<file path="src/rtl/laundry_floor_station.sv">
// Floor-side pickup station: latches button presses, holds the cart for a
// bounded dwell window at a requesting floor, and pulses send on load.
module laundry_floor_station #(
  parameter int DWELL_CYCLES = 10
) (
  input  logic       clk,
  input  logic       reset,
  input  logic [3:0] btn,
  input  logic [3:0] load_ready,
  input  logic [2:0] at_floor,
  input  logic       wash_done,
  output logic [3:0] req_laundry,
  output logic [3:0] send,
  output logic       busy,
  output logic [7:0] served_count
);

  typedef enum logic [2:0] {IDLE, WAIT_ARRIVE, DWELL, SEND, WAIT_DONE} state_t;

  localparam logic [5:0] DWELL_LAST = 6'(DWELL_CYCLES - 1);

  state_t      state_q, state_d;
  logic [3:0]  btn_q;
  logic [3:0]  req_q, req_d;
  logic [3:0]  send_q, send_d;
  logic        busy_q;
  logic [7:0]  served_q, served_d;
  logic [5:0]  dwell_q, dwell_d;
  logic [1:0]  k_q, k_d;
  logic        floor_vld;
  logic [1:0]  floor_idx;
  logic        at_k;

  // at_floor values 0,5,6,7 mean "between floors" and must never match
  assign floor_vld = (at_floor >= 3'd1) && (at_floor <= 3'd4);
  assign floor_idx = 2'(at_floor - 3'd1);
  assign at_k      = floor_vld && (floor_idx == k_q);

  always_comb begin
    state_d  = state_q;
    k_d      = k_q;
    dwell_d  = dwell_q;
    served_d = served_q;
    req_d    = req_q;
    case (state_q)
      IDLE: begin
        if (|req_q) state_d = WAIT_ARRIVE;
      end
      WAIT_ARRIVE: begin
        if (req_q == 4'b0000) begin
          state_d = IDLE;
        end else if (floor_vld && req_q[floor_idx]) begin
          k_d     = floor_idx;
          dwell_d = '0;
          state_d = DWELL;
        end
      end
      DWELL: begin
        dwell_d = dwell_q + 6'd1;
        if (!at_k)                      state_d = WAIT_ARRIVE;
        else if (load_ready[k_q])       state_d = SEND;
        else if (dwell_q == DWELL_LAST) state_d = WAIT_ARRIVE;
      end
      SEND: begin
        req_d[k_q] = 1'b0;
        served_d   = served_q + 8'd1;
        state_d    = WAIT_DONE;
      end
      WAIT_DONE: begin
        if (wash_done) state_d = IDLE;
      end
      default: state_d = IDLE;
    endcase
    // New presses are OR-ed in last so a press coinciding with the clear survives
    req_d  = req_d | (btn & ~btn_q);
    send_d = (state_d == SEND) ? (4'b0001 << k_d) : 4'b0000;
  end

  always_ff @(posedge clk or negedge reset) begin
    if (!reset) begin
      state_q  <= IDLE;
      btn_q    <= '0;
      req_q    <= '0;
      send_q   <= '0;
      busy_q   <= 1'b0;
      served_q <= '0;
      dwell_q  <= '0;
      k_q      <= '0;
    end else begin
      state_q  <= state_d;
      btn_q    <= btn;
      req_q    <= req_d;
      send_q   <= send_d;
      busy_q   <= (state_d != IDLE);
      served_q <= served_d;
      dwell_q  <= dwell_d;
      k_q      <= k_d;
    end
  end

  assign req_laundry  = req_q;
  assign send         = send_q;
  assign busy         = busy_q;
  assign served_count = served_q;

endmodule

</file>
<file path="config.mk">
export PLATFORM = sky130hd
export DESIGN_NAME = laundry_floor_station
export DESIGN_NICKNAME = d
export VERILOG_FILES = /design/src/rtl/laundry_floor_station.sv
export SDC_FILE = /design/constraint.sdc
export NUM_CORES = 1
export LEC_CHECK = 0
export BUFFER_PORTS_ARGS = -buffer_cell sky130_fd_sc_hd__buf_2
export CORE_UTILIZATION = 50
export CTS_CLUSTER_SIZE = 24
export DETAILED_ROUTE_END_ITERATION = 7
export PLACE_DENSITY = 0.74
export SLEW_MARGIN = 5
export SYNTH_ARGS = -nofsm -noshare
export SYNTH_HDL_FRONTEND = slang
export SYNTH_SLANG_ARGS = --single-unit
</file>
<file path="constraint.sdc">
create_clock -name clk -period 2.6 [get_ports clk]
set_clock_uncertainty 0.2 [all_clocks]
set_input_delay 0.26 -clock clk [delete_from_list [all_inputs] [get_ports clk]]
set_output_delay 0.26 -clock clk [all_outputs]
set_load 0.01 [all_outputs]
</file>
==> metrics.txt, run 1 <==
# TYPE chip_impl_metric gauge
chip_impl_info{name="result_of_the_run",value="finished, violations left"} 1
chip_impl_info{name="failed_checks",value="DRC"} 1
chip_impl_metric{name="row_count",unit=""} 19
chip_impl_metric{name="largest_net_degree_at_the_start_of_global_routing",unit=""} 33
chip_impl_metric{name="sequential_element_share_of_the_synthesized_area",unit="%"} 52.24
chip_impl_metric{name="worst_tran_pin_value",unit="ns"} 0.6861
chip_impl_info{name="synth_most_common_cell",value="sky130_fd_sc_hd__dfrtp_1"} 1
chip_impl_metric{name="fillCellCount",unit=""} 225
chip_impl_metric{name="groute.usage.overall",unit="%"} 19.95
chip_impl_metric{name="residual_drc",unit=""} 2
chip_impl_metric{name="postSynthAreaPerCell",unit="um^2"} 10.95
chip_impl_metric{name="drt-wirelength-per-cell",unit="um"} 14.04
chip_impl_metric{name="fin_crit_sh",unit="%"} 78.67
chip_impl_metric{name="final-max-slew-violation-count",unit=""} 0
chip_impl_metric{name="leakage",unit="uW"} 0.0008619
chip_impl_info{name="timing_worst_setup_path_type",value="reg -> reg"} 1
chip_impl_metric{name="clock_sink_count",unit=""} 32
chip_impl_metric{name="cts-htree-levels",unit=""} 2
chip_impl_metric{name="clkTransAtPathRegs",unit="ns"} 0.08
chip_impl_metric{name="min_period",unit="ns"} 2.045
chip_impl_metric{name="detail_route.wirelength",unit="um"} 2948
chip_impl_metric{name="io_buffer_count",unit=""} 30
chip_impl_metric{name="io_pins",unit=""} 31
chip_impl_metric{name="final_layout_size_suffix_gt1_share",unit="%"} 24.02
chip_impl_info{name="cts-root-buf",value="sky130_fd_sc_hd__clkbuf_4"} 1
chip_impl_metric{name="floorplan.initialDensity",unit="%"} 54.18
chip_impl_metric{name="floorplan.die.height",unit="um"} 57.37
chip_impl_metric{name="die_w",unit="um"} 57.37
chip_impl_metric{name="nNetsFinal",unit=""} 200
chip_impl_metric{name="avgViaCountPerCell",unit=""} 5.686
chip_impl_metric{name="worst-endpoint-required",unit="ns"} 2.60
chip_impl_metric{name="final_core_utilization",unit="%"} 63.91
chip_impl_metric{name="net_count_synth",unit=""} 159
chip_impl_info{name="synthFlopType",value="sky130_fd_sc_hd__dfrtp_1"} 1
chip_impl_metric{name="finalSetupViolCount",unit=""} 0
chip_impl_metric{name="synth_cells",unit=""} 140
chip_impl_metric{name="ys_seq_elements",unit=""} 32
chip_impl_metric{name="drtAntennaViolNets",unit=""} 0
chip_impl_metric{name="finalHoldWorstSlack",unit="ns"} 0.07248
chip_impl_metric{name="vdd_ir_drop_max",unit="V"} 0.0004718
chip_impl_metric{name="setup_total_negative_slack",unit="ns"} 0
chip_impl_metric{name="die-area",unit="um^2"} 3291
chip_impl_metric{name="place.gp.congestion",unit=""} 0.8869
chip_impl_metric{name="cellPowerDensity",unit="nW/um^2"} 860.4
chip_impl_metric{name="firstDrtPassIters",unit=""} 6
chip_impl_metric{name="global_route_wire_length_before_repair",unit="um"} 4830
chip_impl_metric{name="slew-limit-headroom",unit="%"} 54.26
chip_impl_metric{name="achievable-frequency",unit="GHz"} 0.4889
chip_impl_info{name="critPathCaptureType",value="register"} 1
chip_impl_info{name="netlist_top_cells_count",value="sky130_fd_sc_hd__dfrtp_1, sky130_fd_sc_hd__nand2_1, sky130_fd_sc_hd__o21ai_0, sky130_fd_sc_hd__inv_1"} 1
chip_impl_metric{name="post_synth_instance_area",unit="um^2"} 1533
chip_impl_metric{name="critical_path_arrival",unit="ns"} 2.04
chip_impl_metric{name="max_cap_viol_count",unit=""} 0
chip_impl_metric{name="detailed_place_hpwl",unit="um"} 2202
chip_impl_metric{name="clock_insertion_delay_worst_skew",unit="ns"} 0.32
chip_impl_info{name="ys_top_cells_by_area",value="sky130_fd_sc_hd__dfrtp_1, sky130_fd_sc_hd__ha_1, sky130_fd_sc_hd__xnor2_1"} 1
chip_impl_metric{name="drt_iter0_drc",unit=""} 37
chip_impl_info{name="cts_tree",value="yes"} 1
chip_impl_metric{name="layout-area-overhead-vs-synth",unit="%"} 17.96
chip_impl_metric{name="postCtsSetupBuffers",unit=""} 0
chip_impl_metric{name="timing.final.hold_violations",unit=""} 0
chip_impl_info{name="timing.hold.worst.class",value="in -> reg"} 1
chip_impl_metric{name="synth-warning-count",unit=""} 0
chip_impl_metric{name="clock_path_buffers",unit=""} 2
chip_impl_metric{name="critical_path_peak_fanout",unit=""} 6
chip_impl_metric{name="grt_pass1_vias",unit=""} 1114
chip_impl_metric{name="count_of_antenna_diodes_in_the_layout",unit=""} 0
chip_impl_info{name="grt_setup_unrepaired",value="false"} 1
chip_impl_metric{name="total_power",unit="uW"} 1556
chip_impl_metric{name="netlist-cell-type-count",unit=""} 40
chip_impl_metric{name="yosys.area.top_type_share",unit="%"} 52.24
chip_impl_metric{name="async_flop_share",unit="%"} 100.0
chip_impl_metric{name="grt_antenna_before_repair",unit=""} 0
chip_impl_metric{name="cts_made_buffers",unit=""} 5
chip_impl_metric{name="detailroute.via_count",unit=""} 1194
chip_impl_metric{name="overflow",unit=""} 0
chip_impl_info{name="startpoint_class",value="register"} 1
chip_impl_metric{name="area_of_the_core",unit="um^2"} 2829
chip_impl_metric{name="synth_edf_count",unit=""} 0
chip_impl_info{name="synth_top_area_cell",value="sky130_fd_sc_hd__dfrtp_1"} 1
cells in the final DEF, fill, tap and decap left out, drive strengths merged, types with 2 or more instances in the layout:
cell type / n
and3: 2
inv: 9
nor4: 2
and4: 2
a21oi: 4
buf: 30
xnor2: 7
or4b: 2
clkbuf: 5
or3: 2
xor2: 6
or4: 3
a22o: 2
o21ai: 10
o31ai: 2
dfrtp: 32
mux4: 2
nor2: 7
nand4: 8
ha: 5
nand2: 14
dlygate4sd3: 6
nand3: 4
power by group:
group          switching, uW  internal [uW]  leakage, uW
clock network            146           90.1    0.0000230
logic                    319            240     0.000438
registers                152            609     0.000401
total                    617            939     0.000862
timing repair:
| action | 4_1_cts | 5_1_grt |
|---|---|---|
| endpoints found under the hold margin | 41 | 0 |
| gates resized for setup | 0 | 0 |
| hold buffers | 6 | 0 |
per-stage QoR:
step	area, um^2	setup WS [ns]	cells
global placement	1710	0.3519	199
finish	1808	0.5546	210
detailed placement	1710	0.3013	199
CTS	1808	0.5512	210
global route	1808	0.4777	210
floorplan	1533	0.6186	140
final cells by class:
class | count | area (um^2) | share of cell area [%]
Inverter | 9 | 33.78 | 1.869
Clock buffer | 5 | 37.54 | 2.076
Tap cell | 31 | 38.79 | 2.145
Sequential cell | 32 | 800.8 | 44.29
Timing Repair Buffer | 36 | 210.2 | 11.63
Multi-Input combinational cell | 97 | 686.9 | 37.99
sequential cells by signal, summed over array words and instances (netlist names):
signal and count:
k_q 2, served_count 8, req_laundry 4, busy 1, dwell_q 6, state_q 3
btn_q 4, send 4
final timing paths:
| path | startpoint | depth (start not counted) | slack (ns) | endpoint |
|---|---|---|---|---|
| max | k_q[0] | 3 | 0.55 | busy |
| min | at_floor[0] | 3 | 0.07 | send[0] |
| max reg2reg | k_q[0] | 3 | 0.55 | busy |
| min reg2reg | btn_q[3] | 1 | 0.23 | req_laundry[3] |
| max in group asynchronous | reset | 2 | 1.45 | dwell_q[4] |
| min in group asynchronous | reset | 2 | 0.30 | served_count[4] |
worst max-delay path, stage by stage (launching register included):
cell and delay [ns]:
sky130_fd_sc_hd__dfrtp_1 0.49, sky130_fd_sc_hd__mux4_2 0.56, sky130_fd_sc_hd__o31ai_1 0.22, sky130_fd_sc_hd__or4b_1 0.45
logic make-up (layout without fill, tap and decap cells):
logic type	Yosys count	in the layout	share of synthesized area (%)
and+or+nand+nor	54	54	21.23
adders and majority gates	5	5	4.082
buffers and inverters	11	50	2.939
muxes	2	2	2.939
xor gates and xnor gates	13	13	7.429
AOI/OAI and AO/OA	23	23	9.144
DFF	32	32	52.25
per-layer routing:
layer	share of wire (%)	track usage, %
met1	45	24.77
met2	48	32.06
met3	5.9	4.535
met4	1.9	11.50
met5	0	0
No activity file was read; power rests on OpenSTA's default activity.
==> run 2: changes to the inputs <==
CORE_UTILIZATION = 48   (was 50)
clock period = 1.7 ns   (was 2.6 ns; I/O delays follow)
==> metrics.txt, run 2 (synthesis results as in run 1) <==
# TYPE chip_impl_metric gauge
chip_impl_metric{name="layoutNonFillerInstCount",unit=""} 265
chip_impl_info{name="worst_path_max_delay_cell",value="sky130_fd_sc_hd__mux4_2"} 1
chip_impl_info{name="startpoint_of_the_worst_setup_timing_path",value="k_q[0]"} 1
chip_impl_metric{name="leakage",unit="uW"} 0.001086
chip_impl_metric{name="die-area",unit="um^2"} 3423
chip_impl_metric{name="cellPowerDensity",unit="nW/um^2"} 1439
chip_impl_metric{name="timing.final.hold_violations",unit=""} 0
chip_impl_metric{name="final_layout_size_suffix_gt1_share",unit="%"} 48.42
chip_impl_metric{name="area_of_the_core",unit="um^2"} 3053
chip_impl_metric{name="cts_made_buffers",unit=""} 5
chip_impl_metric{name="min_delay_path_depth",unit=""} 4
chip_impl_metric{name="setup_total_negative_slack",unit="ns"} -0.7848
chip_impl_info{name="r2r-start",value="k_q[0]"} 1
chip_impl_metric{name="row_count",unit=""} 20
chip_impl_metric{name="detailed_place_hpwl",unit="um"} 2728
chip_impl_metric{name="detail_route.wirelength",unit="um"} 3871
chip_impl_metric{name="switchingPower",unit="uW"} 1248
chip_impl_metric{name="finalSetupViolCount",unit=""} 12
chip_impl_metric{name="layout-area-overhead-vs-synth",unit="%"} 51.18
chip_impl_metric{name="drtAntennaViolNets",unit=""} 0
chip_impl_metric{name="io_buffer_count",unit=""} 30
chip_impl_metric{name="largest_register_ff_count",unit=""} 8
chip_impl_metric{name="die_w",unit="um"} 58.51
chip_impl_metric{name="count_of_antenna_diodes_in_the_layout",unit=""} 0
chip_impl_info{name="layout.cells.most_common",value="sky130_fd_sc_hd__buf_4"} 1
chip_impl_info{name="timing.hold.worst.class",value="in -> reg"} 1
chip_impl_metric{name="min_period",unit="ns"} 1.928
chip_impl_metric{name="post-route-worst-setup-slack",unit="ns"} -0.2276
chip_impl_metric{name="clkTransAtPathRegs",unit="ns"} 0.10
chip_impl_metric{name="overflow",unit=""} 0
chip_impl_metric{name="global_route_wire_length_before_repair",unit="um"} 5954
chip_impl_info{name="cts_tree",value="yes"} 1
chip_impl_metric{name="final_core_utilization",unit="%"} 75.90
chip_impl_info{name="path_cells",value="mux4_2, o31ai_2, or4b_1"} 1
chip_impl_metric{name="floorplan.die.height",unit="um"} 58.51
chip_impl_metric{name="vdd_ir_drop_max",unit="V"} 0.0008603
chip_impl_metric{name="achievable-frequency",unit="GHz"} 0.5188
chip_impl_metric{name="cp_slowest_stage_delay",unit="ns"} 0.55
chip_impl_info{name="hp-start",value="at_floor[0]"} 1
chip_impl_metric{name="worst_tran_pin_value",unit="ns"} 0.4539
chip_impl_metric{name="grt_pass1_vias",unit=""} 1382
chip_impl_info{name="critPathCaptureType",value="register"} 1
chip_impl_metric{name="worst-endpoint-required",unit="ns"} 1.72
chip_impl_metric{name="drt-wirelength-per-cell",unit="um"} 14.61
chip_impl_info{name="r2r_end",value="busy"} 1
chip_impl_info{name="failed_checks",value="setup timing"} 1
chip_impl_metric{name="r2r.worst_path.cells",unit=""} 3
chip_impl_metric{name="groute.usage.overall",unit="%"} 24.01
chip_impl_metric{name="detailroute.via_count",unit=""} 1395
chip_impl_metric{name="share_seq_of_total_power",unit="%"} 33.2
chip_impl_info{name="timing_worst_setup_path_type",value="reg -> reg"} 1
chip_impl_info{name="hold-path-endpoint",value="send[0]"} 1
chip_impl_metric{name="fillCellCount",unit=""} 223
chip_impl_metric{name="max_cap_viol_count",unit=""} 0
chip_impl_metric{name="clock_sink_count",unit=""} 32
chip_impl_metric{name="drt_iter0_drc",unit=""} 47
chip_impl_metric{name="final-max-slew-violation-count",unit=""} 0
chip_impl_metric{name="floorplan.initialDensity",unit="%"} 50.20
chip_impl_metric{name="nNetsFinal",unit=""} 239
chip_impl_metric{name="power.combinational.fraction",unit="%"} 48.9
chip_impl_metric{name="cts-htree-levels",unit=""} 2
chip_impl_metric{name="fin_crit_sh",unit="%"} 113.4
chip_impl_metric{name="critical_path_arrival",unit="ns"} 1.95
chip_impl_metric{name="grt_antenna_before_repair",unit=""} 0
chip_impl_metric{name="r2r_setup_slack",unit="ns"} -0.23
chip_impl_info{name="result_of_the_run",value="finished, violations left"} 1
chip_impl_metric{name="place.detailed.instances",unit=""} 244
chip_impl_info{name="cts-root-buf",value="sky130_fd_sc_hd__clkbuf_4"} 1
chip_impl_metric{name="io_pins",unit=""} 31
chip_impl_metric{name="clock_insertion_delay_worst_skew",unit="ns"} 0.35
chip_impl_metric{name="power_switching_share",unit="%"} 37.43
chip_impl_metric{name="place.gp.congestion",unit=""} 0.8464
chip_impl_info{name="grt_setup_unrepaired",value="true"} 1
chip_impl_info{name="startpoint_class",value="register"} 1
chip_impl_metric{name="residual_drc",unit=""} 0
chip_impl_metric{name="slew-limit-headroom",unit="%"} 69.46
chip_impl_metric{name="largest_net_degree_at_the_start_of_global_routing",unit=""} 33
chip_impl_metric{name="pwr-share-clk",unit="%"} 17.9
chip_impl_metric{name="clock_path_buffers",unit=""} 2
chip_impl_metric{name="critical_path_peak_fanout",unit=""} 2
chip_impl_info{name="most-common-layout-cells",value="sky130_fd_sc_hd__buf_4, sky130_fd_sc_hd__dfrtp_1, sky130_fd_sc_hd__buf_2"} 1
chip_impl_metric{name="avgViaCountPerCell",unit=""} 5.264
chip_impl_metric{name="firstDrtPassIters",unit=""} 4
chip_impl_metric{name="p_int",unit="uW"} 2087
run 2: area by class of cell:
cell class | count | area [um^2] | area share [%]
multi-input cells | 97 | 824.5 | 35.58
clock buffers | 5 | 37.54 | 1.620
well taps | 44 | 55.05 | 2.376
repair buffers | 75 | 523.0 | 22.57
inverters | 9 | 33.78 | 1.458
flip-flops and latches | 32 | 800.8 | 34.56
clock inverters | 3 | 42.54 | 1.836
run 2: what timing repair did:
action | in CTS | in global routing
endpoints found under the setup margin | 12 | 11
hold buffers | 6 | 0
pin swaps | 2 | 10
endpoints found under the hold margin | 41 | 0
buffers inserted | 0 | 7
resized for setup | 6 | 22
gates cloned | 0 | 0
run 2: through the flow:
| step | hold slack (ns) | cell area [um^2] | setup WS (ns) | total power (uW) |
|---|---|---|---|---|
| 2_1_floorplan | -0.3256 | 1568 | -0.2227 | 1802 |
| 3_3_place_gp | 0.006172 | 1998 | -0.2512 | 2376 |
| 3_5_place_dp | 0.01896 | 1998 | -0.3541 | 2431 |
| 4_1_cts | 0.05289 | 2165 | -0.2376 | 3093 |
| 5_1_grt | 0.07314 | 2317 | -0.2949 | 3524 |
| 6_report | 0.07727 | 2317 | -0.2276 | 3335 |
run 2: worst max path at each step:
| stage | depth (start not counted) | to |
|---|---|---|
| detailed placement | 7 | busy |
| global placement | 7 | busy |
| global route | 5 | busy |
| finish | 3 | busy |
| CTS | 4 | busy |
| floorplan | 3 | busy |
run 2: worst max-delay path, delay by kind of cell, from the launching register on:
family	cells	cell delay (ns)
and+or+nand+nor	1	0.46
muxes	1	0.55
DFF	1	0.39
AOI/OAI and AO/OA	1	0.21
run 2: per-layer routing:
| layer | vias to the layer above | wire length, um | GRT usage (%) |
|---|---|---|---|
| li1 | 663 | - | - |
| met1 | 684 | 1612 | 27.91 |
| met2 | 37 | 1953 | 39.24 |
| met3 | 11 | 180 | 6.813 |
| met4 | 0 | 125 | 14.97 |
| met5 | - | 0 | 0 |
run 2: power by group through the flow:
stage / clock network (uW) / registers, uW / logic [uW]
detailed placement: 0 / 1120 / 1310
global route: 633 / 1130 / 1760
finish: 596 / 1110 / 1630
CTS: 607 / 1100 / 1380
global placement: 0 / 1100 / 1280
floorplan: 0 / 1170 / 630
